## src/rtl/rv32i_types_pkg.sv

```systemverilog
// Shared RV32I scalar types used across the RISC-MGMT decode and execute paths.
package rv32i_types_pkg;

  typedef logic [31:0] word_t;

endpackage

```

## src/rtl/rmgmt_custom_pkg.sv

```systemverilog
// Encodings and types for the custom-0 RISC-MGMT extension.
//   CUSTOM0_OPCODE : major opcode claimed by the extension
//   funct3_e       : op codes carried in insn[14:12]; 3'b011 is reserved
//   state_e        : decode-side launch FSM states
//   *_LSB          : bit offsets of the register and funct3 fields
package rmgmt_custom_pkg;

  typedef rv32i_types_pkg::word_t word_t;

  localparam logic [6:0] CUSTOM0_OPCODE = 7'b0001011;

  localparam int unsigned RD_LSB     = 7;
  localparam int unsigned FUNCT3_LSB = 12;
  localparam int unsigned RS1_LSB    = 15;
  localparam int unsigned RS2_LSB    = 20;
  // funct3 MSB set selects a multi-cycle op.
  localparam int unsigned MC_BIT     = 14;

  typedef enum logic [2:0] {
    F3Add  = 3'b000,
    F3Sub  = 3'b001,
    F3Xor  = 3'b010,
    F3Rsvd = 3'b011,
    F3Mul  = 3'b100,
    F3Div  = 3'b101,
    F3Rem  = 3'b110,
    F3Sqrt = 3'b111
  } funct3_e;

  typedef enum logic {
    StIdle = 1'b0,
    StBusy = 1'b1
  } state_e;

endpackage

```

## src/rtl/rmgmt_custom_lat_ctr.sv

```systemverilog
// Down-counter tracking the remaining cycles of a multi-cycle extension op.
// Shared with the execute side.
//   clk_i      : clock
//   rst_ni     : synchronous active-low reset
//   clr_i      : force count to 0 (highest priority)
//   load_i     : load load_val_i
//   dec_i      : decrement by one; holds at 0, never wraps
//   load_val_i : value to load
//   cnt_o      : current count
//   last_o     : count is 1, i.e. this is the final occupied cycle
module rmgmt_custom_lat_ctr #(
  parameter int unsigned Width = 3
) (
  input  logic             clk_i,
  input  logic             rst_ni,
  input  logic             clr_i,
  input  logic             load_i,
  input  logic             dec_i,
  input  logic [Width-1:0] load_val_i,
  output logic [Width-1:0] cnt_o,
  output logic             last_o
);

  logic [Width-1:0] cnt_q, cnt_d;

  always_comb begin
    cnt_d = cnt_q;
    if (clr_i) begin
      cnt_d = '0;
    end else if (load_i) begin
      cnt_d = load_val_i;
    end else if (dec_i && (cnt_q != '0)) begin
      cnt_d = cnt_q - Width'(1);
    end
  end

  always_ff @(posedge clk_i) begin
    if (!rst_ni) begin
      cnt_q <= '0;
    end else begin
      cnt_q <= cnt_d;
    end
  end

  assign cnt_o  = cnt_q;
  assign last_o = (cnt_q == Width'(1));

endmodule

```

## src/rtl/rmgmt_custom_decode.sv

```systemverilog
// Decode-side consumer of the RISC-MGMT decode interface for one custom-0 extension.
// Claims matching encodings, returns register selects, launches ops into the extension
// execute stage and requests decode bubbles while a multi-cycle op is in flight.
//   CLK          : clock, rising edge
//   nRST         : synchronous active-low reset
//   insn         : instruction word from RISC-MGMT
//   insn_accept  : decode stage advancing this cycle
//   flush        : pipeline flush
//   insn_claim   : extension claims insn (combinational)
//   bubble_req   : decode bubble request while BUSY
//   rsel_s_0/1   : source register selects (0 when not claimed)
//   rsel_d       : destination register select (0 when not claimed)
//   ex_start     : one-cycle launch pulse
//   ex_op, ex_rd : funct3 and rd of the last launched op
//   ex_done      : one-cycle pulse when a multi-cycle op retires
// Optional: define RMGMT_CUSTOM_DECODE_PERF_EN to add saturating perf_claims
// (ex_start pulses) and perf_bubbles (bubble_req cycles) counters.
module rmgmt_custom_decode
  import rmgmt_custom_pkg::*;
#(
  parameter logic [6:0]  OPCODE = CUSTOM0_OPCODE,
  parameter int unsigned MC_LAT = 4
) (
  input  logic        CLK,
  input  logic        nRST,
  input  word_t       insn,
  input  logic        insn_accept,
  input  logic        flush,
  output logic        insn_claim,
  output logic        bubble_req,
  output logic [4:0]  rsel_s_0,
  output logic [4:0]  rsel_s_1,
  output logic [4:0]  rsel_d,
  output logic        ex_start,
  output logic [2:0]  ex_op,
  output logic [4:0]  ex_rd,
  output logic        ex_done
`ifdef RMGMT_CUSTOM_DECODE_PERF_EN
  ,
  output logic [31:0] perf_claims,
  output logic [31:0] perf_bubbles
`endif
);

  localparam int unsigned CntW = $clog2(MC_LAT + 1);

  state_e     state_q, state_d;
  logic       ex_start_q, ex_start_d;
  logic       ex_done_q, ex_done_d;
  logic [2:0] ex_op_q, ex_op_d;
  logic [4:0] ex_rd_q, ex_rd_d;

  logic            ctr_load, ctr_dec, ctr_clr, ctr_last;
  logic [CntW-1:0] unused_cnt;
  logic            unused_insn_hi;

  logic [2:0] funct3;
  logic [4:0] rd;
  logic       match;

  assign funct3 = insn[FUNCT3_LSB +: 3];
  assign rd     = insn[RD_LSB +: 5];
  assign match  = (insn[6:0] == OPCODE) && (funct3 != F3Rsvd);

  assign unused_insn_hi = ^insn[31:25];

  assign insn_claim = match;
  assign rsel_s_0   = match ? insn[RS1_LSB +: 5] : 5'd0;
  assign rsel_s_1   = match ? insn[RS2_LSB +: 5] : 5'd0;
  assign rsel_d     = match ? rd : 5'd0;

  // The counter holds the BUSY cycles remaining including the current one, so the
  // op occupies execute for exactly MC_LAT cycles and last fires when it reads 1.
  rmgmt_custom_lat_ctr #(
    .Width (CntW)
  ) u_lat_ctr (
    .clk_i      (CLK),
    .rst_ni     (nRST),
    .clr_i      (ctr_clr),
    .load_i     (ctr_load),
    .dec_i      (ctr_dec),
    .load_val_i (CntW'(MC_LAT)),
    .cnt_o      (unused_cnt),
    .last_o     (ctr_last)
  );

  always_comb begin
    state_d    = state_q;
    ex_start_d = 1'b0;
    ex_done_d  = 1'b0;
    ex_op_d    = ex_op_q;
    ex_rd_d    = ex_rd_q;
    ctr_load   = 1'b0;
    ctr_dec    = 1'b0;
    ctr_clr    = 1'b0;
    if (flush) begin
      // Flush wins over both launch and completion; latched op fields hold.
      state_d = StIdle;
      ctr_clr = 1'b1;
    end else begin
      unique case (state_q)
        StIdle: begin
          if (match && insn_accept) begin
            ex_start_d = 1'b1;
            ex_op_d    = funct3;
            ex_rd_d    = rd;
            if (insn[MC_BIT]) begin
              state_d  = StBusy;
              ctr_load = 1'b1;
            end
          end
        end
        StBusy: begin
          ctr_dec = 1'b1;
          if (ctr_last) begin
            state_d   = StIdle;
            ex_done_d = 1'b1;
          end
        end
      endcase
    end
  end

  always_ff @(posedge CLK) begin
    if (!nRST) begin
      state_q    <= StIdle;
      ex_start_q <= 1'b0;
      ex_done_q  <= 1'b0;
      ex_op_q    <= 3'd0;
      ex_rd_q    <= 5'd0;
    end else begin
      state_q    <= state_d;
      ex_start_q <= ex_start_d;
      ex_done_q  <= ex_done_d;
      ex_op_q    <= ex_op_d;
      ex_rd_q    <= ex_rd_d;
    end
  end

  assign bubble_req = (state_q == StBusy);
  assign ex_start   = ex_start_q;
  assign ex_done    = ex_done_q;
  assign ex_op      = ex_op_q;
  assign ex_rd      = ex_rd_q;

`ifdef RMGMT_CUSTOM_DECODE_PERF_EN
  logic [31:0] perf_claims_q, perf_bubbles_q;

  always_ff @(posedge CLK) begin
    if (!nRST) begin
      perf_claims_q  <= 32'd0;
      perf_bubbles_q <= 32'd0;
    end else begin
      if (ex_start_q && (perf_claims_q != 32'hFFFF_FFFF)) begin
        perf_claims_q <= perf_claims_q + 32'd1;
      end
      if (bubble_req && (perf_bubbles_q != 32'hFFFF_FFFF)) begin
        perf_bubbles_q <= perf_bubbles_q + 32'd1;
      end
    end
  end

  assign perf_claims  = perf_claims_q;
  assign perf_bubbles = perf_bubbles_q;
`endif

endmodule
```

## config.mk

```make
export PLATFORM = sky130hd
export DESIGN_NAME = rmgmt_custom_decode
export DESIGN_NICKNAME = d
export VERILOG_FILES = /design/src/rtl/rv32i_types_pkg.sv /design/src/rtl/rmgmt_custom_pkg.sv /design/src/rtl/rmgmt_custom_lat_ctr.sv /design/src/rtl/rmgmt_custom_decode.sv
export SDC_FILE = /design/constraint.sdc
export NUM_CORES = 1
export LEC_CHECK = 0
export CORE_AREA = 3 3 57 59
export DETAILED_ROUTE_END_ITERATION = 8
export DIE_AREA = 0 0 60 62
export HOLD_SLACK_MARGIN = 0.02
export PLACE_DENSITY = 0.74
export SLEW_MARGIN = 25
export SYNTH_ARGS = -nofsm -noshare
export SYNTH_HDL_FRONTEND = slang
export SYNTH_HIERARCHICAL = 1
export SYNTH_SLANG_ARGS = --single-unit
```

## constraint.sdc

```tcl
create_clock -name CLK -period 2.15 [get_ports CLK]
set_input_delay 0.43 -clock CLK [delete_from_list [all_inputs] [get_ports CLK]]
set_output_delay 0.43 -clock CLK [all_outputs]
set_load 0.05 [all_outputs]
```

# [After elaboration in Yosys (flattened, before gate mapping)]
# Index checks and enable logic that the tools add are counted.
# W data, S select, Z words.
[totals] ff_bits=14 input_bits=36 output_inout_bits=27 word_cells=41
[classes] add_sub_neg=1 eq_ne=3 mux=16 bitwise_logic=3 reduce_logical=11
[ops] cell="$mux W5" n=3
[ops] cell="$mux W1" n=10
[ops] cell="$reduce_or A3 Y1" n=3
[ops] cell="$eq A7 B4 Y1 const B" n=1
[ops] cell="$mux W3" n=2
[ops] cell="$reduce_or A2 Y1" n=2
[ops] cell="$eq A3 B1 Y1 const B" n=1
[ops] cell="$logic_and A1 B1 Y1" n=3
[ops] cell="$ne A3 B2 Y1 const B" n=1
[ops] cell="$not A1 Y1" n=3
[ops] cell="$reduce_and A3 Y1" n=1
[ops] cell="$reduce_bool A3 Y1" n=1
[ops] cell="$sub A3 B1 Y3 const B" n=1
[ops] cell="$pmux W1 S2" n=1
[ops] cell="$reduce_bool A2 Y1" n=1

# [Longest topological paths before layout]
# Gate-level depths: netlist (run 1).
[depth] word_depth=7 depth_mapped=6 mapped_depth_nobuf=6

# [Modules after synthesis]
# The synthesis (run 1) kept the hierarchy.
[modules_own_cells] mod="rmgmt_custom_decode" n_inst=1 cells_each=72 area_per_inst_um2=604.3 seq_area_each_um2=220.2
[modules_own_cells] mod="rmgmt_custom_lat_ctr" n_inst=1 cells_each=28 area_per_inst_um2=220.2 seq_area_each_um2=60.1

# [Least setup slack after synthesis (run 1)]
# No wires, ideal clock.
[synth_timing] kind="input to output" startpoint="in insn[4]" endpoint="out rsel_d[1]" t_arrival_ps=2226 required_ps=1720 setup_slack_ps=-506 path_stages=4 n_path_buf=1 path_cell_list="or4b_4 -> nor3_1 -> buf_2 -> and2_1"
[synth_between] elab_chain_len=3
[synth_lines] item="from (decl)" line_no="rmgmt_custom_decode.sv:26" text="input word_t insn,"
[synth_lines] item="$eq A7 B4 Y1" line_no="rmgmt_custom_decode.sv:63" text="assign match = (insn[6:0] == OPCODE) && (funct3 != F3Rsvd);"
[synth_lines] item="$logic_and A1 B1 Y1" line_no="rmgmt_custom_decode.sv:63"
[synth_lines] item="net insn_claim" line_no="rmgmt_custom_decode.sv:29" text="output logic insn_claim,"
[synth_lines] item="$mux W5" line_no="rmgmt_custom_decode.sv:70" text="assign rsel_d = match ? rd : 5'd0;"
[synth_lines] item="to (decl)" line_no="rmgmt_custom_decode.sv:33" text="output logic [4:0] rsel_d,"
# The timed path passes the listed nets, and every way through them passes these cells.

# [Worst setup path in the final report (run 1)]
[layout_timing] startpoint="in insn[4]" endpoint="out rsel_d[4]"
[layout_between] elab_chain_len=3
[layout_lines] item="$eq A7 B4 Y1" line_no="rmgmt_custom_decode.sv:63"
[layout_lines] item="$logic_and A1 B1 Y1" line_no="rmgmt_custom_decode.sv:63"
[layout_lines] item="$mux W5" line_no="rmgmt_custom_decode.sv:70"
# Every way passes these cells.

==> summary.txt, run 1 <==
Worst-path cell chain: buf_6 > or4b_4 > nor3_4 > buf_6 > buf_12 > and2_4 > buf_12
Power Dens Cells: 277 nW/um2
Final Slew Violations: 0
Core Area: 2760 um2
Post-synthesis sequential area ratio: 34.0%
Arr. time, crit path: 1820 ps
Hold Vio Cnt, Final: 0
Clk sinks: 14
Number of DRC markers in iteration 0: 42
Vias in the first global route: 995
Hold crit path type: reg -> reg
Initial antenna violation count: 0
Global-route wire length before repair: 4.82 mm
Clock transition at path regs: 80 ps
Share of the synthesized area in the top cell type: 34.0%
Post-synthesis cell type count: 27
Vias: 944
Initial Utilization: 29.9%
Tot GR Track Use: 17.5%
GP Congestion: 0.766
Synth Instances: 100
Main area contributors after synthesis: dfxtp_1 34%, and2_1 11%, mux2i_1 11%
IO Pins: 63
Final setup skew: 4.58 ps
Crit path largest cell delay: 550 ps
Tcrit/Tclk final: 105%
Antenna cells: 0
Actual slew at the worst max-slew pin: 516 ps
Max frequency: 444 MHz
Leading area contributor after synthesis: dfxtp_1
Clk_lat worst skew: 270 ps
Total power draw: 499 uW
Max Buffers Root-to-Sink: 2
Hold-critical path endpoint: ex_op[1]$_SDFFE_PN0P_
Register-to-Register Path Depth: 6
FF-to-FF setup slack: 610 ps
Placed Cells: 195
# setup viols final: 16
Hold Crit Depth: 2
Startpoint Class: primary input
Post-Route WL: 2.81 mm
Layout cells sized above 1: 36.3%
Worst path required time: 1720 ps
Slew headroom: 65.5%
Setup Crit Path Kind: in -> out
Layout area overhead: 119%
Post-route DRC: 0
H-Tree Depth: 1
Status: finished, violations left
TritonCTS Buffers: 3
Die W: 60 um
Root Buffer Master: clkbuf_4
Hold_buf cts: 0
RSZ-0062 raised after global routing: true
Final worst slack: -99.9 ps
Critical path capture point type: output pin
First-pass DRT Iterations: 6
WL per Instance: 13.9 um
Reg-to-reg startpoint: bubble_req$_SDFF_PP0_
Reg2reg end: u_lat_ctr/cnt_o[2]$_SDFFE_PP0P_
Ys Warns: 6
Failing checks: setup timing
Max-Cap Viols: 0
Fill cells: 233
Worst Setup Slack post-DPL: -396 ps
DP HPWL: 2.24 mm
Final Non-Filler Cells: 202
Number of nets in the layout: 212
Buf+Inv Stages, Crit Path: 4
DR vias/cell: 4.67
Crit path max-delay cell type: or4b_4
Post-Syn Area: 825 um2
Die ar.: 3720 um2
Minimum clock period: 2250 ps
IO buf count: 55
Crit Path Max Fanout: 8
CTS tree: built
Cell row count: 19
Maximum VDD drop: 0.360 mV
Leakage: 0.000723 uW
Flop and latch count out of synthesis: 14
CP top delay family: simple AND/OR/NAND/NOR gates
Worst hold start: ex_op[1]$_SDFFE_PN0P_
Fin util: 65.4%
TNS Setup: -1480 ps
Mean Syn Cell Area: 8.25 um2
ANT nets after route: 0
Die Y: 62 um
GRT Residual Overflow: 0
Maximum number of pins on one net before global-route repair: 19
## cell usage in the layout, fill, tap and decap left out, drive strengths merged
master and instances:
a31oi 1, ha 3, dlygate4sd2 3, inv 5, nand2b 3, nand3 3
o21ai 3, clkdlybuf4s50 32, mux2i 9, o2111ai 1, nand3b 1, or3b 1
and3b 1, nand4 1, nor3 1, nand2 18, dfxtp 14, and2 15
clkbuf 4, nor2b 3, conb 3, a21oi 2, and2b 2, and4b 1
nor4 1, or4b 2, buf 34, nor2 4
## how the worst max path moves through the flow
stage | from | endpoint | slack (ps) | cells after the start
CTS | insn[2] | rsel_d[1] | -150 | 6
floorplan | insn[4] | rsel_d[2] | 40 | 4
detailed placement | insn[4] | u_lat_ctr/cnt_o[0]$_SDFFE_PP0P_ | -400 | 7
finish | insn[4] | rsel_d[4] | -100 | 7
global route | insn[4] | rsel_s_1[4] | -150 | 7
global placement | insn[4] | u_lat_ctr/cnt_o[0]$_SDFFE_PP0P_ | -370 | 7
## worst min-delay path: cells and delay by family, from the launching register on
family / cells / cell delay, ps
flip-flops: 1 / 310
AND/OR/NAND/NOR: 1 / 50
multiplexers: 1 / 50
## flip-flops by register name, summed over array words and instances, names as in the netlist
signal	count
bubble_req	1
ex_done	1
ex_op	3
ex_rd	5
ex_start	1
u_lat_ctr/cnt_o	3
## per-layer routing
| layer | vias up | share of wire, % | track usage [%] |
|---|---|---|---|
| met1 | 448 | 36 | 18.7 |
| met3 | 2 | 4.6 | 5.17 |
| met2 | 20 | 59 | 34.0 |
| li1 | 474 | - | - |
| met5 | - | 0 | 0 |
| met4 | 0 | 0.50 | 3.80 |
## power by group
group,switching (uW),internal [uW]
Combinational,34.0,61.0
Sequential,0.126,259
Clock,80.1,64.9
## synth_stat cells
| cell | n |
|---|---|
| a31oi_1 | 1 |
| nand2b_1 | 3 |
| nor2b_1 | 3 |
| ha_1 | 3 |
| nand3_1 | 3 |
| o2111ai_1 | 1 |
| and2_1 | 15 |
| buf_2 | 1 |
| and2b_2 | 2 |
| a21oi_1 | 2 |
| nand3b_1 | 1 |
| clkbuf_1 | 2 |
| nor4_4 | 1 |
| or3b_2 | 1 |
| nor3_1 | 1 |
| inv_1 | 5 |
| conb_1 | 2 |
| nand4_1 | 1 |
| or4b_4 | 1 |
| nor2_1 | 4 |
| mux2i_1 | 9 |
| or4b_2 | 1 |
| and4b_1 | 1 |
| o21ai_0 | 3 |
| nand2_1 | 18 |
| dfxtp_1 | 14 |
| and3b_1 | 1 |
## final cells by class
class                           instances  area, um2  area share, %
Inverter                                5       18.8           1.04
Timing Repair Buffer                   70        865           48.0
Clock buffer                            3       22.5           1.25
Tap cell                               31       38.8           2.15
Multi-Input combinational cell         79        578           32.1
Sequential cell                        14        280           15.5
## cell families (layout without fill, tap and decap cells)
logic type	after synthesis	after routing	synth area share (%)
simple gates	57	57	41.0
flops	14	14	34.0
mux	9	9	10.9
buf+inv	8	78	3.79
compound gates	7	7	4.86
fa+ha+maj	3	3	4.55
other cells	2	3	0.911
## repair_timing
| action | CTS | global route |
|---|---|---|
| setup buffers | 2 | 1 |
| gates cloned | 1 | 0 |
| resized for setup | 24 | 5 |
| setup endpoints to repair | 19 | 18 |
| pin swaps | 16 | 2 |
## through the flow
stage	cell area (um2)	hold WS, ps
after global routing	1800	487
after CTS	1790	461
after global placement	1710	444
final	1800	457
after detailed placement	1710	450
after floorplan	875	475
Note: power is estimated with default switching activity, not from simulation.
==> run 2: changes to the inputs <==
- CORE_AREA: 3 3 57 59 -> 3 3 53 55
- CTS_CLUSTER_SIZE: unset -> 20
- DIE_AREA: 0 0 60 62 -> 0 0 56 58
- PLACE_DENSITY: 0.74 -> 0.82
- clock period: 2.15 -> 2.85 ns (I/O delays scaled with it)
==> run 2 against run 1 <==
Net effect: the run now ends clean; die area is 13% lower; sequential power is 24% lower; clock-buffer cell count is 1 higher; non-clock buffer count is 7 lower; core utilization is 5.6 points higher; cell count is 3.5% lower; wire length is 0.60% higher; clock power is 3% lower; combinational power is 27% lower; global-route usage is 0.11 points higher.
==> summary.txt, run 2 (synthesized netlist as in run 1, its figures left out) <==
Maximum number of pins on one net before global-route repair: 20
Actual slew at the worst max-slew pin: 520 ps
Hold crit path type: reg -> reg
WL per Instance: 14.5 um
Critical path capture point type: output pin
Initial Utilization: 33.9%
H-Tree Depth: 1
Max-Cap Viols: 0
Tcrit/Tclk final: 91.4%
Crit Path Max Fanout: 8
Crit. Startpoint: insn[5]
Root Buffer Master: clkbuf_4
Maximum VDD drop: 0.206 mV
ANT nets after route: 0
Arr. time, crit path: 2040 ps
CTS tree: built
Final Slew Violations: 0
Worst hold start: ex_rd[4]$_SDFFE_PN0P_
Slew headroom: 65.2%
Reg-to-reg startpoint: bubble_req$_SDFF_PP0_
Die ar.: 3250 um2
Tot GR Track Use: 17.6%
Total power draw: 405 uW
Minimum clock period: 2610 ps
DR vias/cell: 4.75
Vias in the first global route: 897
TritonCTS Buffers: 3
Worst path required time: 2280 ps
Fin util: 71.0%
Commonest non-fill, non-tap cell in the layout: clkdlybuf4s50_1
Max Buffers Root-to-Sink: 2
Leakage: 0.000715 uW
Global-route wire length before repair: 4.43 mm
Layout area overhead: 109%
IO Pins: 63
Cell row count: 18
Status: completed
Placement Cell Area: 1620 um2
First-pass DRT Iterations: 4
Clk sinks: 14
Hold Crit Depth: 2
Setup Crit Path Kind: in -> out
Post-route DRC: 0
# setup viols final: 0
Number of nets in the layout: 205
GP Congestion: 0.826
Fin area: 1730 um2
Hold Vio Cnt, Final: 0
Final setup skew: 1.07 ps
Clk_lat worst skew: 270 ps
Commonest cells after routing, fill and taps aside: 35 x clkdlybuf4s50_1, 18 x nand2_1, 16 x buf_12
Antenna cells: 0
Startpoint Class: primary input
IO buf count: 55
Core Area: 2430 um2
DP HPWL: 2.27 mm
Register-to-Register Path Depth: 6
Initial antenna violation count: 0
GRT Residual Overflow: 0
Die W: 56 um
Number of flip-flops in the largest register: 5
Number of DRC markers in iteration 0: 14
Clock transition at path regs: 80 ps
WHS: 459 ps
Die Y: 58 um
Max frequency: 384 MHz
Layout cells sized above 1: 30.3%
Vias: 927
Post-Route WL: 2.83 mm
Power Dens Cells: 235 nW/um2
RSZ-0062 raised after global routing: false
-- run 2: cell count changes in the layout (fill, tap and decap cells not counted), moves of 2 or more --
cell             before  now
dlygate4sd2_1         3    0
buf_4                10    6
dlymetal6s2s_1        0    4
buf_12               18   16
buf_6                 4    2
clkdlybuf4s50_1      32   35
-- run 2: metrics by stage --
stage | cells | worst slack, ps | setup TNS [ps]
3_5_place_dp | 189 | -125 | -1740
3_3_place_gp | 189 | -9.64 | -33.3
6_report | 195 | 244 | 0
4_1_cts | 195 | -4.64 | -14.5
2_1_floorplan | 101 | 34.0 | 0
5_1_grt | 195 | 196 | 0
-- run 2: worst paths after layout --
kind                                          end  slack [ps]
hold reg to reg             ex_rd[4]$_SDFFE_PN0P_         460
setup / recovery                        rsel_d[1]         240
setup reg to reg  u_lat_ctr/cnt_o[0]$_SDFFE_PP0P_        1030
hold / removal              ex_rd[4]$_SDFFE_PN0P_         460
-- run 2: layout make-up --
type                       count  area (um2)
tap                           30        37.5
timing repair buffer          63         788
multi-input combinational     79         566
sequential                    14         280
fill                         173         706
inverter                       5        18.8
clock buffer                   4        36.3
-- run 2: critical path: stages --
cell and delay (ps):
clkdlybuf4s50_1 390, nand3b_1 290, nor3_4 320, buf_6 170, and2_4 160, buf_12 130
-- run 2: where the power goes --
part           leakage [uW]  total [uW]  switching [uW]  internal, uW
clock             0.0000210         140            62.6          77.5
sequential         0.000113         196          0.0930           196
combinational      0.000581        69.5            25.2          44.3
total              0.000715         405            87.9           317
-- run 2: per-layer routing --
metal | share of wire [%] | vias to the layer above | track usage, %
met2 | 49 | 43 | 31.6
li1 | - | 458 | -
met3 | 6.6 | 2 | 3.79
met5 | 0 | - | 0
met4 | 0.81 | 0 | 5.08
met1 | 44 | 424 | 21.3
-- run 2: timing repair --
action,CTS,global route
hold buffers,0,0
endpoints found under the setup margin,16,13
gates resized for setup,5,20
pin swaps,1,2
setup buffers,1,0
gates cloned,1,0
==> run 3: changes to the inputs <==
==> constraint.sdc (replaced) <==
create_clock -name CLK -period 2.85 [get_ports CLK]
set_input_delay 0.285 -clock CLK [delete_from_list [all_inputs] [get_ports CLK]]
set_output_delay 0.285 -clock CLK [all_outputs]
set_load 0.05 [all_outputs]
==> run 3 against run 2 <==
Net effect: worst setup slack improved by 170 ps; largest cell class unchanged; first-iteration DRC count unchanged; non-clock buffer count down 7; critical endpoint is now u_lat_ctr/cnt_o[0]$_SDFFE_PP0P_; core utilization is 4.9 points lower; critical path depth increased by 1; clock-buffer cell count is the same; via count down 4.9%; worst hold slack improved by 4.0 ps; sequential share of layout area rose by 1.2 points.
==> summary.txt, run 3 (synthesized netlist as in run 1, its figures left out) <==
Status: completed
Setup Crit Path Kind: in -> reg
# setup viols final: 0
FF-to-FF setup slack: 920 ps
Crit. Startpoint: insn[4]
Die W: 56 um
Net Sw Frac: 22.0%
Vias in the first global route: 881
Post-CTS Setup Bufs: 0
Fin util: 66.1%
DR vias/cell: 4.69
Worst Setup Slack post-DPL: 156 ps
CP Capture Point: u_lat_ctr/cnt_o[0]$_SDFFE_PP0P_
Final worst slack: 412 ps
Worst path required time: 3000 ps
Tcrit/Tclk final: 85.6%
Clk sinks: 14
Root Buffer Master: clkbuf_4
IO buf count: 55
Hold_buf cts: 0
Tot GR Track Use: 17.9%
H-Tree Depth: 1
Power Dens Cells: 252 nW/um2
Layout cells sized above 1: 17.1%
Internal: 316 uW
M2 GR Usage: 28.7%
Global-route wire length before repair: 4.40 mm
Maximum VDD drop: 0.215 mV
Reg-to-reg startpoint: bubble_req$_SDFF_PP0_
Fill cells: 202
Die ar.: 3250 um2
Final Slew Violations: 0
Hold crit path type: reg -> reg
Sequential share of power: 48.3%
Post-Route WL: 2.68 mm
M3 GR Usage: 5.12%
Fin area: 1610 um2
Critical path capture point type: flop
Leakage: 0.000617 uW
Minimum clock period: 2440 ps
Vias: 882
Maximum number of pins on one net before global-route repair: 20
Cell row count: 18
GP Congestion: 0.777
Arr. time, crit path: 2590 ps
Register-to-Register Path Depth: 6
IO Pins: 63
Placement Cell Area: 1570 um2
Clock transition at path regs: 90 ps
CTS tree: built
First-pass DRT Iterations: 4
NetSw: 89.0 uW
Max-Cap Viols: 0
Number of DRC markers in iteration 0: 14
TritonCTS Buffers: 3
RSZ-0062 raised after global routing: false
Multi-input logic area: 517 um2
Core Area: 2430 um2
Layout area overhead: 95.0%
Clk pwr share: 35.7%
DP HPWL: 2.25 mm
Number of nets in the layout: 198
Final setup skew: 5.76 ps
Actual slew at the worst max-slew pin: 696 ps
TNS Setup: 0 ps
Post-route DRC: 0
Antenna cells: 0
Number of flip-flops in the largest register: 5
Register area: 280 um2
Hold Vio Cnt, Final: 0
Max frequency: 410 MHz
Commonest non-fill, non-tap cell in the layout: clkdlybuf4s50_1
Gate power share: 15.9%
Met1 Usage GRT: 23.2%
Crit Path Max Fanout: 5
ANT nets after route: 0
GRT busiest layer: met2
Clk_lat worst skew: 280 ps
Startpoint Class: primary input
Max Buffers Root-to-Sink: 2
Initial antenna violation count: 0
WL per Instance: 14.3 um
Post-CTS sizing: 0
Reg2reg end: u_lat_ctr/cnt_o[0]$_SDFFE_PP0P_
Slew headroom: 53.3%
Initial Utilization: 33.9%
GRT Residual Overflow: 0
WHS: 463 ps
Die Y: 58 um
Commonest cells after routing, fill and taps aside: 39 x clkdlybuf4s50_1, 18 x nand2_1, 16 x buf_12
-- run 3: power by group through the flow --
stage / clock, uW / sequential, uW / combinational [uW]
after CTS: 149 / 196 / 64.8
final: 145 / 196 / 64.6
after detailed placement: 0 / 200 / 64.4
after global placement: 0 / 200 / 63.0
after global routing: 159 / 196 / 69.3
after floorplan: 0 / 201 / 17.7
-- run 3: how the worst min path moves through the flow --
stage / cells past startpoint / slack (ps) / startpoint / endpoint
final: 2 / 460 / ex_rd[4]$_SDFFE_PN0P_ / ex_rd[4]$_SDFFE_PN0P_
after global routing: 2 / 500 / ex_op[2]$_SDFFE_PN0P_ / ex_op[2]$_SDFFE_PN0P_
after CTS: 2 / 470 / ex_rd[1]$_SDFFE_PN0P_ / ex_rd[1]$_SDFFE_PN0P_
after detailed placement: 2 / 450 / ex_rd[1]$_SDFFE_PN0P_ / ex_rd[1]$_SDFFE_PN0P_
after global placement: 2 / 440 / ex_rd[4]$_SDFFE_PN0P_ / ex_rd[4]$_SDFFE_PN0P_
after floorplan: 2 / 430 / insn[12] / ex_op[0]$_SDFFE_PN0P_
-- run 3: cell type report --
cell class                      count  share of cell area, %
Clock buffer                        4                   2.26
Inverter                            5                   1.17
Multi-Input combinational cell     79                   32.1
Sequential cell                    14                   17.4
Tap cell                           30                   2.33
Timing Repair Buffer               56                   44.7
-- run 3: metal layers --
layer	wire length, um	up-vias	share of wire (%)
li1	-	441	-
met1	1210	398	45
met2	1250	41	47
met3	208	2	7.8
met4	13	0	0.49
met5	0	-	0
-- run 3: worst max-delay path, stage by stage --
cell,delay [ps]
clkdlybuf4s50_1,400
or4b_4,570
or4b_2,670
nor2_1,200
inv_1,120
o21ai_0,240
a31oi_1,90
-- run 3: through the flow --
step           total power, uW  instances
4_1_cts                    409        188
6_report                   405        188
5_1_grt                    424        188
3_3_place_gp               263        184
3_5_place_dp               265        184
2_1_floorplan              219        101
